## config.mk

```make
export PLATFORM = sky130hd
export DESIGN_NAME = atm_bill_accumulator
export DESIGN_NICKNAME = d
export VERILOG_FILES = /design/src/rtl/atm_pkg.sv /design/src/rtl/atm_bill_accumulator_qualifier.sv /design/src/rtl/atm_bill_accumulator.sv
export SDC_FILE = /design/constraint.sdc
export NUM_CORES = 1
export LEC_CHECK = 0
export BUFFER_PORTS_ARGS = -buffer_cell sky130_fd_sc_hd__buf_4
export CAP_MARGIN = 25
export CORE_ASPECT_RATIO = 0.8
export CORE_MARGIN = 2
export CORE_UTILIZATION = 35
export DETAILED_ROUTE_END_ITERATION = 10
export GPL_TIMING_DRIVEN = 0
export PLACE_DENSITY = 0.54
export SLEW_MARGIN = 20
export SYNTH_ARGS = -nofsm -noshare
export SYNTH_HDL_FRONTEND = slang
export SYNTH_SLANG_ARGS = --single-unit
```

## constraint.sdc

```tcl
create_clock -name i_clk -period 6.4 [get_ports i_clk]
set_clock_uncertainty 0.15 [all_clocks]
set_input_delay 0 -clock i_clk [delete_from_list [all_inputs] [get_ports i_clk]]
set_output_delay 0 -clock i_clk [all_outputs]
set_load 0.02 [all_outputs]
```

## src/rtl/atm_pkg.sv

```systemverilog
// Shared types and constants for the ATM bill accumulator: denomination table,
// FSM state encoding and a one-hot test helper.
package atm_pkg;

   localparam int NUM_DENOM = 6;

   localparam logic [7:0] BILL_VALUE [NUM_DENOM] = '{8'd1, 8'd5, 8'd10, 8'd20, 8'd50, 8'd100};

   typedef enum logic [1:0] {
      IDLE,
      QUALIFY,
      WAIT_RELEASE
   } state_t;

   function automatic logic is_onehot(input logic [31:0] v);
      return (v != 32'd0) && ((v & (v - 32'd1)) == 32'd0);
   endfunction

endpackage

```

## src/rtl/atm_bill_accumulator_qualifier.sv

```systemverilog
// Switch qualifier: registers the raw bill switches and counts consecutive
// identical samples to qualify an insertion or a release for the top-level FSM.
module atm_switch_qualifier
   import atm_pkg::*;
#(
   parameter int NUM_BILLS     = 6,
   parameter int STABLE_CYCLES = 4
) (
   input  logic                 i_clk,
   input  logic                 i_reset,
   input  logic [NUM_BILLS-1:0] i_bill_sw,
   input  state_t               i_state,
   input  logic                 i_abort,
   output logic                 o_sw_active,
   output logic                 o_qualified_valid,
   output logic [NUM_BILLS-1:0] o_qualified_pattern,
   output logic                 o_released
);

   localparam int CNT_W = $clog2(STABLE_CYCLES + 1);
   localparam logic [CNT_W-1:0] CNT_FULL = CNT_W'(STABLE_CYCLES);
   localparam logic [CNT_W-1:0] CNT_LAST = CNT_W'(STABLE_CYCLES - 1);

   logic [NUM_BILLS-1:0] r_sw_q;
   logic [NUM_BILLS-1:0] r_cand;
   logic [CNT_W-1:0]     r_cnt;
   logic                 w_same;

   assign o_sw_active         = |r_sw_q;
   assign o_qualified_pattern = r_cand;
   assign w_same              = (r_sw_q == r_cand);

   // The current sample is counted in the same cycle it completes the run, so the
   // decision lands on the edge where the count reaches STABLE_CYCLES.
   assign o_qualified_valid = (i_state == QUALIFY) &&
                              ((r_cnt == CNT_FULL) || (w_same && r_cnt == CNT_LAST));
   assign o_released        = (i_state == WAIT_RELEASE) &&
                              ((r_cnt == CNT_FULL) || (!o_sw_active && r_cnt == CNT_LAST));

   always_ff @(posedge i_clk) begin
      if (i_reset) begin
         r_sw_q <= '0;
         r_cand <= '0;
         r_cnt  <= '0;
      end else begin
         // NOTE: every register here uses <= so all reads see pre-edge values.
         r_sw_q <= i_bill_sw;
         unique case (i_state)
            IDLE: begin
               if (o_sw_active) begin
                  r_cand <= r_sw_q;
                  r_cnt  <= CNT_W'(1);
               end else begin
                  r_cnt <= '0;
               end
            end
            QUALIFY: begin
               if (o_qualified_valid || i_abort) r_cnt <= o_sw_active ? '0 : CNT_W'(1);
               else if (!o_sw_active)            r_cnt <= '0;
               else if (w_same)                  r_cnt <= r_cnt + CNT_W'(1);
               else begin
                  r_cand <= r_sw_q;
                  r_cnt  <= CNT_W'(1);
               end
            end
            WAIT_RELEASE: begin
               if (o_released || o_sw_active) r_cnt <= '0;
               else                           r_cnt <= r_cnt + CNT_W'(1);
            end
            default: r_cnt <= '0;
         endcase
      end
   end

endmodule

```

## src/rtl/atm_bill_accumulator.sv

```systemverilog
// ATM bill accumulator: credits qualified bills into a saturating session total
// and finalises the session with deposit (commit) or refund (cancel) pulses.
module atm_bill_accumulator
   import atm_pkg::*;
#(
   parameter int NUM_BILLS     = 6,
   parameter int AMOUNT_W      = 16,
   parameter int MAX_TOTAL     = 999,
   parameter int STABLE_CYCLES = 4
) (
   input  logic                 i_clk,
   input  logic                 i_reset,
   input  logic [NUM_BILLS-1:0] i_bill_sw,
   input  logic                 i_commit,
   input  logic                 i_cancel,
   output logic [AMOUNT_W-1:0]  o_total,
   output logic [7:0]           o_last_bill,
   output logic                 o_multi_err,
   output logic                 o_overflow,
   output logic                 o_deposit_valid,
   output logic [AMOUNT_W-1:0]  o_deposit_amount,
   output logic                 o_refund_valid,
   output logic [AMOUNT_W-1:0]  o_refund_amount,
   output logic                 o_busy
);

   localparam int LOOKUP_N = (NUM_BILLS < NUM_DENOM) ? NUM_BILLS : NUM_DENOM;
   localparam logic [AMOUNT_W:0] MAX_EXT = (AMOUNT_W + 1)'(MAX_TOTAL);

   state_t               r_state;
   logic                 w_sw_active;
   logic                 w_qualified;
   logic                 w_released;
   logic                 w_req;
   logic [NUM_BILLS-1:0] w_pattern;
   logic [7:0]           w_value;
   logic [AMOUNT_W:0]    w_sum;

   assign w_req = i_commit | i_cancel;

   atm_switch_qualifier #(
      .NUM_BILLS     (NUM_BILLS),
      .STABLE_CYCLES (STABLE_CYCLES)
   ) u_qual (
      .i_clk               (i_clk),
      .i_reset             (i_reset),
      .i_bill_sw           (i_bill_sw),
      .i_state             (r_state),
      .i_abort             (w_req),
      .o_sw_active         (w_sw_active),
      .o_qualified_valid   (w_qualified),
      .o_qualified_pattern (w_pattern),
      .o_released          (w_released)
   );

   always_comb begin
      w_value = '0;
      for (int i = 0; i < LOOKUP_N; i++) begin
         if (w_pattern[i]) w_value = BILL_VALUE[i];
      end
   end

   // One extra bit keeps the limit compare free of wrap-around.
   assign w_sum = (AMOUNT_W + 1)'(o_total) + (AMOUNT_W + 1)'(w_value);

   always_ff @(posedge i_clk) begin
      if (i_reset) begin
         r_state          <= IDLE;
         o_busy           <= 1'b0;
         o_total          <= '0;
         o_last_bill      <= '0;
         o_multi_err      <= 1'b0;
         o_overflow       <= 1'b0;
         o_deposit_valid  <= 1'b0;
         o_deposit_amount <= '0;
         o_refund_valid   <= 1'b0;
         o_refund_amount  <= '0;
      end else begin
         o_overflow      <= 1'b0;
         o_deposit_valid <= 1'b0;
         o_refund_valid  <= 1'b0;

         if (i_cancel && o_total != '0) begin
            o_refund_valid  <= 1'b1;
            o_refund_amount <= o_total;
            o_total         <= '0;
         end else if (i_commit && o_total != '0) begin
            o_deposit_valid  <= 1'b1;
            o_deposit_amount <= o_total;
            o_total          <= '0;
         end

         unique case (r_state)
            IDLE: begin
               if (w_sw_active) begin
                  r_state <= QUALIFY;
                  o_busy  <= 1'b1;
               end
            end
            QUALIFY: begin
               if (w_req) begin
                  r_state <= WAIT_RELEASE;
               end else if (w_qualified) begin
                  r_state <= WAIT_RELEASE;
                  if (!is_onehot(32'(w_pattern))) begin
                     o_multi_err <= 1'b1;
                  end else if (w_sum <= MAX_EXT) begin
                     o_total     <= w_sum[AMOUNT_W-1:0];
                     o_last_bill <= w_value;
                  end else begin
                     o_overflow <= 1'b1;
                  end
               end else if (!w_sw_active) begin
                  r_state <= IDLE;
                  o_busy  <= 1'b0;
               end
            end
            WAIT_RELEASE: begin
               if (w_released) begin
                  r_state     <= IDLE;
                  o_busy      <= 1'b0;
                  o_multi_err <= 1'b0;
               end
            end
            default: begin
               r_state <= IDLE;
               o_busy  <= 1'b0;
            end
         endcase
      end
   end

endmodule

```

== Word-level counts from Yosys, hierarchy flattened ==
Index checks and enable logic that the tools add are counted.

* Logic and storage cells: 111
* Flip-flop bits (word level): 78
* Output and inout port bits: 61
* Input bits: 10

* Eq/ne operators: 16
* Mux-type cells: 44
* Reduce and logical (&&, ||, !) cells: 27
* Add/subtract/negate cells: 3
* $lt $le $gt $ge: 1
* Bitwise gates (word level): 7

{| class="wikitable"
|+ Operators by type and width
! operator !! number
|-
| 2-to-1 mux 16 bit || 7
|-
| 2-to-1 mux 8 bit || 5
|-
| AND 6 x 32 -> 32 bit || 1
|-
| logical NOT 32 bit || 1
|-
| 2-to-1 mux 6 bit || 4
|-
| AND reduction 5 bit || 4
|-
| adder 16 x 8 -> 17 bit || 1
|-
| less-or-equal comparator 17 x 10 -> 1 bit, second input constant || 1
|-
| nonzero test 16 bit || 1
|-
| 2-to-1 mux 1 bit || 14
|-
| 2-to-1 mux 3 bit || 4
|-
| != test 2 bit, second input constant || 6
|-
| case mux 6 bit (2 select lines) || 1
|-
| 2-to-1 mux 2 bit || 5
|-
| case mux 3 bit (3 select lines) || 1
|-
| != test 2 x 1 -> 1 bit, second input constant || 4
|-
| logical AND 1 bit || 7
|-
| subtractor 6 x 1 -> 7 bit, second input constant || 1
|-
| == test 6 bit || 1
|-
| case mux 2 bit (3 select lines) || 1
|-
| nonzero test 6 bit || 1
|-
| OR reduction 6 bit || 1
|-
| NOT 1 bit || 5
|-
| OR reduction 5 bit || 1
|-
| 16 further kinds || 20
|}

== Logic depth before layout (Yosys ltp) ==
* Word-level depth: 13
* Gate-level depth with buffers: 14
* Mapped depth without buffers: 12

== Cells and area by module ==
A second synthesis with hierarchy kept.

* Cell total of the unflattened synthesis: 444
* Area total of the unflattened synthesis: 4052.6 µm²

{| class="wikitable"
|+ Modules (own cells, without submodules)
! module !! sequential area each (µm²) !! cells each !! instances !! area an instance (µm²)
|-
| atm_bill_accumulator || 1241.2 || 358 || 1 || 3228.1
|-
| atm_switch_qualifier || 300.3 || 86 || 1 || 824.5
|}

== Worst setup path before layout ==
No wires, ideal clock.

* Path type: register -> register
* Start: reg u_qual.r_cand[5], in the netlist u_qual.o_qualified_pattern[5]
* End: reg o_last_bill[4]
* Library setup time: 0.121 ns
* Cell stages (with the launch flop): 15
* Clock period less this slack: 3.517 ns
* Path slack: 2.883 ns
* Buffers on the path: 2
* Arrival time: 3.245 ns
* Required time: 6.129 ns
* Path through: dfxtp_1 buf_2 or2_2 nor4_1 ha_1 inv_1 fa_1 nor2b_1 o31a_1 a41o_1 xor2_1 nand4_2 nand3_4 buf_8 mux2_4

* Elaborated cells between the ends (all ways): 13
* Those cells by class: add/sub: 2; order compare: 1; eq/ne: 1; mux: 1; bitwise: 1; reduce/logical: 7

{| class="wikitable"
|+ RTL lines
! element !! line !! RTL
|-
| start, declared || atm_bill_accumulator_qualifier.sv:25 || <nowiki>logic [NUM_BILLS-1:0] r_cand;</nowiki>
|-
| start signal, assigned || atm_bill_accumulator_qualifier.sv:51 || <nowiki>r_cand <= r_sw_q;</nowiki>
|-
| start signal, assigned || atm_bill_accumulator_qualifier.sv:62 || <nowiki>r_cand <= r_sw_q;</nowiki>
|-
| 2-to-1 mux 8 bit || atm_bill_accumulator.sv:59 || <nowiki>if (w_pattern[i]) w_value = BILL_VALUE[i];</nowiki>
|-
| via w_value[5] || atm_bill_accumulator.sv:36 || <nowiki>logic [7:0] w_value;</nowiki>
|-
| adder 16 x 8 -> 17 bit || atm_bill_accumulator.sv:64 || <nowiki>assign w_sum = (AMOUNT_W + 1)'(o_total) + (AMOUNT_W + 1)'(w_value);</nowiki>
|-
| less-or-equal comparator 17 x 10 -> 1 bit || atm_bill_accumulator.sv:107 || <nowiki>end else if (w_sum <= MAX_EXT) begin</nowiki>
|-
| AND reduction 5 bit (no source line) || -- ||
|-
| end signal, assigned || atm_bill_accumulator.sv:109 || <nowiki>o_last_bill <= w_value;</nowiki>
|-
| end, declared || atm_bill_accumulator.sv:17 || <nowiki>output logic [7:0] o_last_bill,</nowiki>
|}

The timed path passes the listed nets, and every way through them passes these cells.
A chain may end at the register's enable or synchronous reset.

== Worst setup path in the final report ==
Ends and elaborated chain as after synthesis.

==> results.txt <==
The flow ran to the end, and the final reports show no timing, DRC or antenna violations. The logs give 77 for the number of sinks handled by clock tree synthesis and 8 for the quantity of hold-fixing buffers added after cts. The capturing element type of the critical path was a register. Setup repair after global routing left no endpoint under its margin. For this design, the slowest cell found on the critical path is sky130_fd_sc_hd__nor4_1. In the final timing run, aggregate negative setup slack is 0 ps. The static leakage was 2.332 nW; the initial core utilization was 0.3569.

The final routed wire length divided by cell count is 15.14 µm. In this run the power density over the cells is 233.8 nW/µm². The number of buffer cells added on primary ports is 67. For the max-slew violation count, the log shows 0. The tightest min-delay check is of the input pin to register type. The logs give 0.6054 for the worst slew margin relative to its limit and 3856 µm² for the area of the mapped netlist.

The number of flops mapped to enable cells by yosys was 0; the maximum fanout along the worst path was 10. At the placement stage, the worst setup path has a slack of 2231 ps. Global routing finished with a remaining overflow of 0. After synthesis, the mean cell area works out to 8.865 µm². By startpoint and endpoint, the worst setup path is classified as register to register.

TritonCTS built the clock tree. The post-route clock period utilization was 0.6738. After detailed routing, the number of vias per cell comes to 4.951. In the final design database the tool counted 542 nets. The launch point of the worst hold path is i_reset. The kind of cell adding the most delay to the critical path is simple AND/OR/NAND/NOR gates.

The post-cts gate resize count is 0, and the data arrival time of the critical path is 4380 ps. Number of search-and-repair iterations in the first detailed-routing pass: 4. The combined global-route utilization of all metal layers came out at 0.1784. For the number of distinct library cells after synthesis, the log shows 62.

The critical path goes through buf_2, or2_2, nor4_1, ha_1, inv_1, fa_1, nor2b_1, o31a_1, a41o_1, xor2_1, nand4_2, nand3_4, buf_8, mux2_4. The maximum number of buffers from clock root to sink was 2. The top cell types in the final layout, fill and taps aside, are sky130_fd_sc_hd__dfxtp_1, sky130_fd_sc_hd__nor2_1, sky130_fd_sc_hd__buf_4, sky130_fd_sc_hd__mux2i_1, sky130_fd_sc_hd__nand2_1. The die area was 11880 µm². Entering global routing, the biggest net connects 16 pins. The H-tree was split into 3 levels. The clock-pin slew of the registers on the worst-case setup and hold paths is 60 ps, and the setup slack of the critical path after layout is 2088 ps. For the first-pass GRT wire length, the log shows 16.67 mm. The tools report the I/O pin count as 71. Post-synthesis async set-or-reset flop share: 0. For this run, the number of Yosys warnings is 0.

The actual slew at the worst max-slew pin was 591.9 ps. The number of global-route vias before repair is 3122, and the final count of negative-setup-slack endpoints is 0. The share of cells above drive strength 1 works out to 0.2205. In this run the remaining antenna-violating nets after routing total 0. In this run, the number of DRC markers left after iteration 0 of detailed routing was 176. The stage delay of the slowest cell on the critical path was 450 ps; the max-capacitance violation count was 0.

The synthesized netlist net count was 456. The logs give 0.1355 mV for the highest ir drop seen on vdd and 10810 µm² for the area of the placeable core. The critical path starts at u_qual.o_qualified_pattern[5].

Summing over every cut layer, the via total after detailed routing is 3317. For this block, the routed nets add up to 10.14 mm of wire. The repair_antennas step left the layout with diodes totalling 0. The worst setup path is launched from a register. The clock insertion delay at the later pin of the skew report came out at 330 ps. The final weighted congestion of routability-driven global placement was 0.8710. The tools report the register area share after synthesis as 0.3997.

For this run, the top clock speed supported by timing is 231.9 MHz. Once detailed placement completed, the half-perimeter wirelength came to 7.598 mm. After detailed routing, the number of remaining DRC violations is 0. The CTS root buffer is sky130_fd_sc_hd__clkbuf_16.

The floorplan has 34 rows. The initial antenna violation count was 0; the x dimension of the die was 121.4 µm. At the worst endpoint, the required time is 6470 ps. The library cell used most frequently in the layout, excluding fill and tap cells, is sky130_fd_sc_hd__dfxtp_1. The flop and latch count out of synthesis is 77, and the count of buffer and inverter cells on the critical path is 3. Compared with the post-synthesis result, the final layout area differs by 28.36%. Counting the buffers created by CTS gives 9. The die span in y is 97.89 µm, and the post-route worst hold slack is 21.83 ps. Buffers added to address setup during post-CTS repair amount to 0. The number of hold violations in the final report is 0.

For this run, the leading register cell type out of synthesis is sky130_fd_sc_hd__dfxtp_1. The worst reg2reg path startpoint is u_qual.o_qualified_pattern[5]. Synthesis handed over a netlist of 435 instances. The post-route minimum period works out to 4313 ps.
layer usage:
layer	wire length (µm)	global-route usage
met1	5292	0.2674
met2	4240	0.2515
met3	525	0.05082
met4	85	0.03979
met5	0	0
flip-flops by register name, summed over array words and instances, names as in the netlist, 2 cells and up:
name / cells
u_qual.o_qualified_pattern: 6
o_refund_amount: 16
r_state: 2
o_total: 16
o_last_bill: 7
u_qual.r_sw_q: 6
u_qual.r_cnt: 3
o_deposit_amount: 16
Yosys cell counts (8+ instances only):
master,count,area (µm²)
sky130_fd_sc_hd__and3_1,8,50.05
sky130_fd_sc_hd__clkbuf_1,14,52.55
sky130_fd_sc_hd__nor3_1,10,50.05
sky130_fd_sc_hd__nand2_1,30,112.6
sky130_fd_sc_hd__nor2_1,70,262.8
sky130_fd_sc_hd__mux2i_1,48,480.5
sky130_fd_sc_hd__nand2b_1,15,93.84
sky130_fd_sc_hd__ha_1,10,125.1
sky130_fd_sc_hd__nor2b_1,15,93.84
sky130_fd_sc_hd__inv_1,9,33.78
sky130_fd_sc_hd__buf_2,10,50.05
sky130_fd_sc_hd__a21oi_1,15,75.07
sky130_fd_sc_hd__o21ai_0,14,70.07
sky130_fd_sc_hd__xor2_1,10,87.58
sky130_fd_sc_hd__dfxtp_1,77,1541
area by class of cell:
cell class	count	area [µm²]
Buffer	30	155.1
Clock buffer	9	225.2
Clock inverter	7	105.1
Fill cell	1094	5856
Inverter	9	33.78
Multi-Input combinational cell	319	2126
Sequential cell	77	1541
Tap cell	144	180.2
Timing Repair Buffer	75	583.1
stage by stage:
stage / utilization / instances / area [µm²] / total power [mW]
final: 0.4581 / 670 / 4950 / 1.157
after global routing: 0.4581 / 670 / 4950 / 1.208
after floorplan: - / 435 / 3856 / 0.5795
after detailed placement: 0.4201 / 646 / 4539 / 0.6061
after global placement: 0.4201 / 646 / 4539 / 0.6049
after CTS: 0.4581 / 670 / 4950 / 1.172
path summary, 6_finish.rpt:
kind	to	slack, ps	cells after the start
setup / recovery	o_last_bill[4]	2090	14
hold / removal	o_last_bill[0]	20	3
setup reg to reg	o_last_bill[4]	2090	14
hold reg to reg	o_refund_amount[12]	320	2
tightest hold or removal path: cells and delay by family:
family                 cells  cell delay (ps)
muxes                      1              140
and+or+nand+nor            1              140
buffers and inverters      1              190
kinds of logic (layout without fill, tap and decap cells):
family                   after synthesis  after routing  synth area share
flip-flops                            77             77            0.3997
other                                  1              1         0.0009725
adder cells (fa/ha/maj)               11             11           0.03764
multiplexers                          52             52            0.1372
XOR/XNOR                              12             12           0.02725
AND/OR/NAND/NOR                      184            184            0.2395
AO/OA/AOI/OAI                         59             59            0.1087
buffers and inverters                 39            130           0.04899
report_power, final:
group | total, mW | leakage (nW) | switching, mW | internal, mW
logic | 0.107 | 1.55 | 0.0632 | 0.0436
clock network | 0.557 | 0.159 | 0.209 | 0.347
registers | 0.494 | 0.623 | 0.00636 | 0.487
Power figures use the tool's default switching activity.
